### src/rtl/dff_pulse_capture.sv
// Purpose: capture 'en'-strobed words into a 2-entry elastic buffer presented as a valid/ready stream.
// Latency: a strobe into an empty buffer appears on valid/q the next cycle; there is no bypass path.
// Backpressure: holds two words under stall; a strobe while full and not popping is dropped and sets sticky ovf.
// Optional: define DFF_CAPTURE_DROP_CNT_EN to add a saturating drop_cnt output, cleared by ovf_clr.
module dff_pulse_capture #(
  parameter int DATA_WIDTH = 16
`ifdef DFF_CAPTURE_DROP_CNT_EN
  ,
  parameter int CNT_WIDTH  = 8
`endif
) (
  input  logic                  clk,
  input  logic                  rstn,
  input  logic                  en,
  input  logic [DATA_WIDTH-1:0] d,
  input  logic                  ready,
  input  logic                  ovf_clr,
  output logic                  valid,
  output logic [DATA_WIDTH-1:0] q,
  output logic                  full,
  output logic                  ovf
`ifdef DFF_CAPTURE_DROP_CNT_EN
  ,
  output logic [CNT_WIDTH-1:0]  drop_cnt
`endif
);

  typedef enum logic [1:0] {
    EMPTY = 2'd0,
    ONE   = 2'd1,
    TWO   = 2'd2
  } occ_e;

  occ_e                  state_q, state_d;
  logic [DATA_WIDTH-1:0] head_q, head_d;
  logic [DATA_WIDTH-1:0] tail_q, tail_d;
  logic                  ovf_q, ovf_d;
  logic                  push, pop, drop;

`ifdef DFF_CAPTURE_DROP_CNT_EN
  logic [CNT_WIDTH-1:0]  cnt_q, cnt_d;
`endif

  // Handshake qualifiers derived from the registered occupancy.
  always_comb begin
    full  = (state_q == TWO);
    valid = (state_q != EMPTY);
    pop   = valid && ready;
    push  = en && (!full || pop);
    drop  = en && full && !pop;
  end

  // Occupancy FSM and entry movement; vacated entries are zeroed so q reads 0 when empty.
  always_comb begin
    state_d = state_q;
    head_d  = head_q;
    tail_d  = tail_q;
    unique case (state_q)
      EMPTY: begin
        if (push) begin
          head_d  = d;
          state_d = ONE;
        end
      end
      ONE: begin
        if (push && !pop) begin
          tail_d  = d;
          state_d = TWO;
        end else if (pop && !push) begin
          head_d  = '0;
          state_d = EMPTY;
        end else if (pop && push) begin
          head_d  = d;
          state_d = ONE;
        end
      end
      TWO: begin
        if (pop && !push) begin
          head_d  = tail_q;
          tail_d  = '0;
          state_d = ONE;
        end else if (pop && push) begin
          head_d  = tail_q;
          tail_d  = d;
          state_d = TWO;
        end
      end
      default: begin
        head_d  = '0;
        tail_d  = '0;
        state_d = EMPTY;
      end
    endcase
  end

  // Sticky overflow: a drop this cycle wins over a concurrent clear.
  always_comb begin
    ovf_d = ovf_q;
    if (drop) begin
      ovf_d = 1'b1;
    end else if (ovf_clr) begin
      ovf_d = 1'b0;
    end
  end

`ifdef DFF_CAPTURE_DROP_CNT_EN
  // Saturating drop counter; a drop coinciding with a clear restarts the count at one.
  always_comb begin
    cnt_d = cnt_q;
    if (drop) begin
      if (ovf_clr) begin
        cnt_d = {{(CNT_WIDTH-1){1'b0}}, 1'b1};
      end else if (cnt_q != {CNT_WIDTH{1'b1}}) begin
        cnt_d = cnt_q + 1'b1;
      end
    end else if (ovf_clr) begin
      cnt_d = '0;
    end
  end

  // Drop counter register.
  always_ff @(posedge clk or negedge rstn) begin
    if (!rstn) begin
      cnt_q <= '0;
    end else begin
      cnt_q <= cnt_d;
    end
  end

  assign drop_cnt = cnt_q;
`endif

  // Buffer state registers; reset discards any buffered words.
  always_ff @(posedge clk or negedge rstn) begin
    if (!rstn) begin
      state_q <= EMPTY;
      head_q  <= '0;
      tail_q  <= '0;
      ovf_q   <= 1'b0;
    end else begin
      state_q <= state_d;
      head_q  <= head_d;
      tail_q  <= tail_d;
      ovf_q   <= ovf_d;
    end
  end

  assign q   = head_q;
  assign ovf = ovf_q;

endmodule

### config.mk
export PLATFORM = sky130hd
export DESIGN_NAME = dff_pulse_capture
export DESIGN_NICKNAME = d
export VERILOG_FILES = /design/src/rtl/dff_pulse_capture.sv
export SDC_FILE = /design/constraint.sdc
export NUM_CORES = 1
export LEC_CHECK = 0
export CORE_UTILIZATION = 40
export DETAILED_ROUTE_END_ITERATION = 12
export GPL_ROUTABILITY_DRIVEN = 0
export MAX_ROUTING_LAYER = met4
export PLACE_DENSITY_LB_ADDON = 0.05
export SYNTH_ARGS = -nofsm -noshare
export SYNTH_HDL_FRONTEND = slang
export SYNTH_SLANG_ARGS = --single-unit
### constraint.sdc
create_clock -name clk -period 4.64 [get_ports clk]
set_input_delay 0.928 -clock clk [delete_from_list [all_inputs] [get_ports clk]]
set_output_delay 0.928 -clock clk [all_outputs]
set_load 0.005 [all_outputs]
==> summary.md, run 1 <==
| Metric | Value |
|---|---|
| Outcome | completed |
| Largest net degree at the start of global routing | 36 |
| Share of post-route cells with drive strength above 1 | 20.00% |
| FP Rows | 23 |
| RSZ-0062 raised after global routing | no |
| Post-synth net total | 157 |
| CP Class | input port to flip-flop |
| Via density | 5.345 |
| N_diodes | 0 |
| Max-slew violations | 0 |
| Antenna Nets Post-Route | 0 |
| Synth-to-layout area growth | 26.80% |
| Final period utilization | 64.71% |
| CTS buffer count | 5 |
| Clock power share | 14.5% |
| Fin. Hold Viols | 0 |
| Fill count | 354 |
| Initial antenna violation count | 0 |
| Pwr dens | 669.9 mW/mm^2 |
| CP max FO | 17 |
| Sequential share of power | 31.2% |
| Number of global-route vias before repair | 1240 |
| F_max | 333.0 MHz |
| Net count, final | 197 |
| Total power | 1.487 mW |
| Clock latency on the worst-skew pair | 0.29 ns |
| Synthesized area per cell | 13.57 um^2 |
| Total number of vias | 1176 |
| Root Driver | clkbuf_8 |
| Fin cells | 220 |
| Die ar. | 0.004644 mm^2 |
| Post-Syn Instances | 129 |
| Final setup vio count | 0 |
| Starting Density | 42.84% |
| # IOs | 40 |
| Die height | 68.15 um |
| Clk_skew | 0.004162 ns |
| IO buf count | 39 |
| WHS | 0.5094 ns |
| Core ar. | 0.004086 mm^2 |
| Int Power | 967.9 uW |
| Gr usage total | 18.69% |
| Lkg Pwr | 1.041 nW |
| CP arrival | 3.22 ns |
| Max-cap violations | 0 |
| Hold WC Path Type | flip-flop to flip-flop |
| Data required, critical path | 4.86 ns |
| Commonest non-fill, non-tap cell in the layout | clkdlybuf4s50_1 |
| Critical Path Start Type | input port |
| Most frequent cells in the layout | 38 x clkdlybuf4s50_1, 35 x dfrtp_1, 32 x a22o_1 |
| Die width | 68.15 um |
| Clock Sinks | 35 |
| Drt drc | 0 |
| Synth Register Bits | 35 |
| Worst Setup End Kind | flip-flop |
| CTS tree | yes |
| DRT Pass-1 Iters | 4 |
| Final instance area | 0.002220 mm^2 |
| Placed Area | 0.002135 mm^2 |
| CTS max path bufs | 2 |
| Sw Ratio | 34.91% |
| Final TNS setup | 0 ns |
| PostCTS Resize Cnt | 0 |
| Placed Cells | 212 |
| CTS clk-pin slew, worst paths | 0.07 ns |
| Setup bufs post-CTS | 0 |
| Peak VDD IR | 0.4121 mV |
| DRT Wirelength | 3605 um |
| Max_slew headroom | 14.18% |
| Psw | 519.1 uW |
| First-pass GRT wire length | 6030 um |
| Seq/Total Area, Yosys | 50.04% |
| Comb pwr share | 54.3% |
| First-iteration detailed-routing DRC count | 94 |
| Average wire per standard cell | 16.39 um |
| Grt ovf | 0 |
| Synth cell types | 27 |
| Warnings from Yosys | 0 |
| Final min period | 3.003 ns |
| Slew @ Worst Pin | 1.285 ns |
| H-Tree Depth | 2 |
| HPWL Detailed | 2330 um |
| Post-Syn Area | 0.001750 mm^2 |
| Hold buffers post-CTS | 0 |
metrics by stage:
stage	setup WS, ns	util (%)
3_5_place_dp	1.329	52.24
4_1_cts	1.627	54.32
2_1_floorplan	2.046	-
6_report	1.637	54.32
3_3_place_gp	1.427	52.24
5_1_grt	1.430	54.32
worst max-delay path, stage by stage:
cell	delay (ns)
clkdlybuf4s50_1	0.48
nand2b_1	0.10
nand2_1	0.11
nand2_1	0.09
inv_1	0.09
ha_1	0.19
inv_2	0.05
a221o_1	0.63
nor2_8	0.37
a22o_1	0.18
layer usage:
layer | up-vias | routed length, um | GRT usage (%)
li1 | 558 | - | -
met1 | 586 | 1742 | 24.08
met2 | 28 | 1678 | 27.08
met3 | 4 | 144 | 4.500
met4 | 0 | 39 | 9.635
met5 | - | 0 | -
flip-flops by register name, indices dropped and copies added, names as in the netlist:
signal and cells:
q 16, tail_q 16, state_q 2, ovf 1
cells in the mapped netlist (all sizes together):
library cell,instances,area share [%]
mux2,18,14
buf,7,4.1
a221o,1,0.57
nor2,4,1.8
nand2,2,0.43
a22o,32,16
a222oi,1,0.57
inv,9,1.9
a221oi,2,1.0
dfrtp,35,50
o21ai,2,0.79
and2b,1,0.50
clkbuf,1,0.43
ha,7,5.0
o22ai,1,0.36
nand2b,3,1.2
nor2b,1,0.36
a21oi,2,1.2
path summary, 6_finish.rpt:
check	from	to	slack (ns)	depth (start not counted)
max in group asynchronous	rstn	q[2]$_DFFE_PN0P_	3.44	1
setup reg to reg	state_q[0]$_DFFE_PN0P_	tail_q[14]$_DFFE_PN0P_	1.87	11
hold / removal	tail_q[11]$_DFFE_PN0P_	tail_q[11]$_DFFE_PN0P_	0.51	1
setup / recovery	ready	tail_q[14]$_DFFE_PN0P_	1.64	10
hold reg to reg	tail_q[11]$_DFFE_PN0P_	tail_q[11]$_DFFE_PN0P_	0.51	1
min in group asynchronous	rstn	q[12]$_DFFE_PN0P_	0.71	1
power groups by stage:
| stage | logic, mW | registers [mW] | clock network, mW |
|---|---|---|---|
| 2_1_floorplan | 0.608 | 0.466 | 0 |
| 3_3_place_gp | 0.800 | 0.468 | 0 |
| 3_5_place_dp | 0.812 | 0.469 | 0 |
| 4_1_cts | 0.820 | 0.465 | 0.221 |
| 5_1_grt | 0.884 | 0.476 | 0.238 |
| 6_report | 0.807 | 0.464 | 0.215 |
area by class of cell:
cell class / instances / area [um^2] / area share (%)
inverters: 9 / 33.78 / 1.522
flip-flops and latches: 35 / 875.8 / 39.46
multi-input cells: 77 / 762.0 / 34.33
repair buffers: 41 / 400.4 / 18.04
well taps: 50 / 62.56 / 2.818
clock inverters: 2 / 12.51 / 0.5637
clock buffers: 6 / 72.57 / 3.269
kinds of logic (layout without fill, tap and decap cells):
| logic type | Yosys count | in the layout | synth area share [%] |
|---|---|---|---|
| AOI/OAI and AO/OA | 41 | 41 | 20.51 |
| buffers and inverters | 17 | 58 | 6.433 |
| and+or+nand+nor | 11 | 11 | 4.289 |
| muxes | 18 | 18 | 13.72 |
| adders and majority gates | 7 | 7 | 5.003 |
| DFF | 35 | 35 | 50.04 |
Power figures use the tool's default switching activity.
==> run 2, diff against run 1 <==
==> constraint.sdc (replaced) <==
create_clock -name clk -period 2.52 [get_ports clk]
set_input_delay 0.504 -clock clk [delete_from_list [all_inputs] [get_ports clk]]
set_output_delay 0.504 -clock clk [all_outputs]
set_load 0.005 [all_outputs]
==> summary.md, run 2 (synthesis gave the netlist of run 1 again) <==
| Metric | Value |
|---|---|
| Gr usage total | 20.36% |
| IO buf count | 39 |
| First-iteration detailed-routing DRC count | 60 |
| Outcome | completed |
| Lkg Pwr | 1.146 nW |
| Synth-to-layout area growth | 38.31% |
| Clock Sinks | 35 |
| Crit-path slowest cell | dfrtp_1 |
| Clock latency on the worst-skew pair | 0.30 ns |
| Hold WC Path Type | input port to async pin |
| Data required, critical path | 2.70 ns |
| CTS tree | yes |
| Grt ovf | 0 |
| Max-slew violations | 0 |
| Fin cells | 239 |
| CTS max path bufs | 2 |
| CP Class | flip-flop to flip-flop |
| Fin. Hold Viols | 0 |
| Drt drc | 0 |
| Commonest non-fill, non-tap cell in the layout | clkdlybuf4s50_1 |
| Share of post-route cells with drive strength above 1 | 32.28% |
| Die ar. | 0.004644 mm^2 |
| CTS buffer count | 5 |
| Cell Chain, Critical Path | inv_2 > buf_4 > ha_2 > nand2_2 > nand2_2 > inv_1 > ha_2 > inv_2 > o21ai_1 > a222oi_1 > buf_4 > buf_4 > mux2_4 |
| Number of global-route vias before repair | 1295 |
| Slew @ Worst Pin | 0.7740 ns |
| # IOs | 40 |
| Critical Path Most Common Cell | buf_4 |
| FP Rows | 23 |
| Total power | 3.094 mW |
| Pwr dens | 1278 mW/mm^2 |
| First-pass GRT wire length | 6417 um |
| CTS clk-pin slew, worst paths | 0.08 ns |
| F_max | 409.1 MHz |
| Most frequent cells in the layout | 38 x clkdlybuf4s50_1, 35 x dfrtp_1, 32 x a22o_1 |
| Average wire per standard cell | 17.14 um |
| Total number of vias | 1295 |
| Core ar. | 0.004086 mm^2 |
| Root Driver | clkbuf_8 |
| Final setup vio count | 0 |
| Antenna Nets Post-Route | 0 |
| CP max FO | 5 |
| Final period utilization | 97.00% |
| Net count, final | 216 |
| Worst Setup End Kind | flip-flop |
| Starting Density | 42.84% |
| Peak VDD IR | 0.6803 mV |
| Final min period | 2.444 ns |
| CP arrival | 2.63 ns |
| DRT Pass-1 Iters | 4 |
| Initial antenna violation count | 0 |
| CP max stage delay | 0.42 ns |
| Placed Cells | 224 |
| Critical Path Start Type | flip-flop |
| Max-cap violations | 0 |
| Final instance area | 0.002421 mm^2 |
| WHS | 0.2809 ns |
| Max_slew headroom | 48.40% |
| Placed Area | 0.002250 mm^2 |
| N_diodes | 0 |
| Clk_skew | 0.005602 ns |
| DRT Wirelength | 4097 um |
| H-Tree Depth | 2 |
| Via density | 5.418 |
| Largest net degree at the start of global routing | 36 |
| HPWL Detailed | 2655 um |
| Die height | 68.15 um |
| Die width | 68.15 um |
==> run 2: cell types whose count changed in the layout (fill, tap and decap cells not counted), moves of 2 or more <==
cell	before	now
nand2_1	2	0
buf_12	0	2
inv_2	1	3
buf_4	2	18
ha_2	0	2
inv_1	8	6
ha_1	7	4
nand2_2	0	2
==> run 2: path summary, 6_finish.rpt <==
check / startpoint / cells after the start / slack, ns / end
setup / recovery: state_q[0]$_DFFE_PN0P_ / 13 / 0.08 / q[13]$_DFFE_PN0P_
hold / removal: rstn / 1 / 0.28 / tail_q[15]$_DFFE_PN0P_
setup reg to reg: state_q[0]$_DFFE_PN0P_ / 13 / 0.08 / q[13]$_DFFE_PN0P_
hold reg to reg: q[0]$_DFFE_PN0P_ / 1 / 0.51 / q[0]$_DFFE_PN0P_
max in group asynchronous: rstn / 1 / 1.75 / tail_q[3]$_DFFE_PN0P_
min in group clk: q[0]$_DFFE_PN0P_ / 1 / 0.51 / q[0]$_DFFE_PN0P_
==> run 2: routing by layer <==
layer	track usage, %	up-vias	part of all wire [%]
li1	-	599	-
met1	24.58	658	45
met2	31.37	30	49
met3	4.667	8	3.5
met4	10.94	0	2.1
met5	-	-	0
==> run 2: cell type report <==
type / count / area [um^2]
fill: 353 / 1665
inverter: 9 / 33.78
clock buffer: 6 / 72.57
timing repair buffer: 60 / 571.8
multi-input combinational: 77 / 792.0
tap: 50 / 62.56
sequential: 35 / 875.8
clock inverter: 2 / 12.51
==> run 2: where the power goes <==
group | total [mW] | leakage (nW) | switching [mW] | internal [mW]
registers | 0.858 | 0.458 | 0.105 | 0.753
logic | 1.83 | 0.647 | 0.740 | 1.09
clock network | 0.407 | 0.0412 | 0.214 | 0.193
==> run 2: stage by stage <==
step	utilization [%]	worst slack [ns]	setup TNS (ns)
2_1_floorplan	-	0.1066	0
3_3_place_gp	55.05	-0.1334	-1.820
3_5_place_dp	55.05	-0.2402	-3.761
4_1_cts	57.44	0.002147	0
5_1_grt	59.25	-0.02081	-0.1612
6_report	59.25	0.07564	0
==> run 2: worst max-delay path, delay by kind of cell (launching register included) <==
kind / cells / cell delay (ns)
adders and majority gates: 2 / 0.35
buffers and inverters: 6 / 0.69
DFF: 1 / 0.42
and+or+nand+nor: 2 / 0.13
muxes: 1 / 0.31
AOI/OAI and AO/OA: 2 / 0.42
==> run 2: repair_timing <==
item | 4_1_cts | 5_1_grt
setup buffers | 1 | 5
resized for setup | 2 | 12
endpoints found under the setup margin | 16 | 32
endpoints found under the hold margin | 0 | 0
pin swaps | 1 | 3
hold buffers | 0 | 0
gates cloned | 1 | 0
==> run 3, diff against run 2 <==
--- a/config.mk
+++ b/config.mk
@@ -8,6 +8,7 @@
 export CORE_UTILIZATION = 40
 export DETAILED_ROUTE_END_ITERATION = 12
 export GPL_ROUTABILITY_DRIVEN = 0
+export GPL_TIMING_DRIVEN = 0
 export MAX_ROUTING_LAYER = met4
 export PLACE_DENSITY_LB_ADDON = 0.05
 export SYNTH_ARGS = -nofsm -noshare
==> summary.md, run 3 (synthesis gave the netlist of run 1 again) <==
| Metric | Value |
|---|---|
| Synth-to-layout area growth | 39.89% |
| Cell Chain, Critical Path | clkdlybuf4s50_1 > nand2b_4 > nand2_2 > nand2_2 > inv_2 > ha_4 > inv_2 > o21ai_1 > a222oi_1 > buf_4 > clkbuf_16 > mux2_4 |
| DRT Wirelength | 3860 um |
| R2r endpoint | q[5]$_DFFE_PN0P_ |
| FP Rows | 23 |
| F_max | 421.6 MHz |
| Average wire per standard cell | 16.36 um |
| Clock Sinks | 35 |
| Worst R2R Path Depth | 13 |
| Total number of vias | 1284 |
| Hold WC Path Type | input port to async pin |
| Final period utilization | 94.12% |
| HPWL Detailed | 2529 um |
| Final instance area | 0.002449 mm^2 |
| First-iteration detailed-routing DRC count | 66 |
| CP arrival | 2.55 ns |
| CP Class | input port to flip-flop |
| Critical Path Start Type | input port |
| Die width | 68.15 um |
| Core ar. | 0.004086 mm^2 |
| Pwr dens | 1317 mW/mm^2 |
| Max-slew violations | 0 |
| Final min period | 2.372 ns |
| Hold buffers post-CTS | 0 |
| Antenna Nets Post-Route | 0 |
| H-Tree Depth | 2 |
| Crit-path slowest cell | clkdlybuf4s50_1 |
| Grt ovf | 0 |
| N_diodes | 0 |
| Die ar. | 0.004644 mm^2 |
| DRT Pass-1 Iters | 4 |
| Via density | 5.441 |
| Peak VDD IR | 0.6699 mV |
| Commonest non-fill, non-tap cell in the layout | clkdlybuf4s50_1 |
| Worst Setup End Kind | flip-flop |
| CP Launch Point | ready |
| CP max stage delay | 0.47 ns |
| Data required, critical path | 2.70 ns |
| Share of post-route cells with drive strength above 1 | 32.26% |
| FF-to-FF Start | state_q[1]$_DFFE_PN0P_ |
| First-pass GRT wire length | 5775 um |
| R2r setup slk | 0.15 ns |
| CTS tree | yes |
| Placed Cells | 218 |
| CP max FO | 8 |
| # IOs | 40 |
| Clk_skew | 0.006940 ns |
| CTS clk-pin slew, worst paths | 0.08 ns |
| Net count, final | 213 |
| Root Driver | clkbuf_8 |
| IO buf count | 39 |
| Placed Area | 0.002198 mm^2 |
| CTS buffer count | 5 |
| Max_slew headroom | 48.72% |
| Starting Density | 42.84% |
| Fin. Hold Viols | 0 |
| Max-cap violations | 0 |
| Gr usage total | 17.91% |
| Drt drc | 0 |
| Clock latency on the worst-skew pair | 0.29 ns |
| Crit path to | q[5]$_DFFE_PN0P_ |
| CTS max path bufs | 2 |
| Die height | 68.15 um |
| Lkg Pwr | 1.157 nW |
| Final setup vio count | 0 |
| Most frequent cells in the layout | 38 x clkdlybuf4s50_1, 35 x dfrtp_1, 32 x a22o_1 |
| Fin cells | 236 |
| Slew @ Worst Pin | 0.7692 ns |
| WHS | 0.2794 ns |
| Fill count | 349 |
| Number of global-route vias before repair | 1266 |
| Initial antenna violation count | 0 |
| Largest net degree at the start of global routing | 36 |
| Outcome | completed |
run 3: per-layer routing:
| layer | part of all wire [%] | vias up | GRT usage (%) |
|---|---|---|---|
| met5 | 0 | - | - |
| met4 | 2.0 | 0 | 7.292 |
| met3 | 3.8 | 8 | 4.667 |
| met2 | 50 | 34 | 29.29 |
| met1 | 44 | 652 | 20.77 |
| li1 | - | 590 | - |
run 3: cell type report:
cell class / count / area [um^2] / share of cell area [%]
clock buffers: 6 / 82.58 / 3.373
inverters: 9 / 33.78 / 1.380
repair buffers: 49 / 478.0 / 19.52
plain buffers: 8 / 78.83 / 3.219
well taps: 50 / 62.56 / 2.555
flip-flops and latches: 35 / 875.8 / 35.77
multi-input cells: 77 / 802.0 / 32.75
clock inverters: 2 / 35.03 / 1.431
run 3: what timing repair did:
action,CTS,global route
setup endpoints to repair,16,16
pin swaps,0,4
resized for setup,6,5
buffers inserted,3,6
gates cloned,0,1
run 3: worst min-delay path by stage:
stage                     cells past startpoint                     end                   start  slack, ns
final                                         1        q[6]$_DFFE_PN0P_                    rstn       0.28
after detailed placement                      1  tail_q[12]$_DFFE_PN0P_  tail_q[12]$_DFFE_PN0P_       0.49
after floorplan                               0         ovf$_DFFE_PN0P_                    rstn       0.21
after global placement                        1  tail_q[13]$_DFFE_PN0P_  tail_q[13]$_DFFE_PN0P_       0.49
after CTS                                     1       q[12]$_DFFE_PN0P_                    rstn       0.32
after global routing                          1       q[12]$_DFFE_PN0P_                    rstn       0.35
run 3: stage by stage:
step | setup slack (ns) | TNS [ns] | utilization, % | power (mW)
2_1_floorplan | 0.1066 | 0 | - | 1.978
5_1_grt | -0.003677 | -0.007730 | 59.92 | 3.446
3_5_place_dp | -0.2880 | -4.625 | 53.80 | 2.494
6_report | 0.1482 | 0 | 59.92 | 3.225
4_1_cts | 0.01283 | 0 | 57.78 | 3.097
3_3_place_gp | -0.2578 | -3.601 | 53.92 | 2.455
run 3: where the power goes:
part | total, mW | switching (mW) | internal, mW
Sequential | 0.852 | 0.0990 | 0.753
Clock | 0.520 | 0.201 | 0.320
Combinational | 1.85 | 0.732 | 1.12
run 3: worst max-delay path: cells and delay by family:
kind                     cells  cell delay, ns
AND/OR/NAND/NOR              3            0.27
buffers and inverters        5            1.00
multiplexers                 1            0.29
adder cells (fa/ha/maj)      1            0.16
AO/OA/AOI/OAI                2            0.33
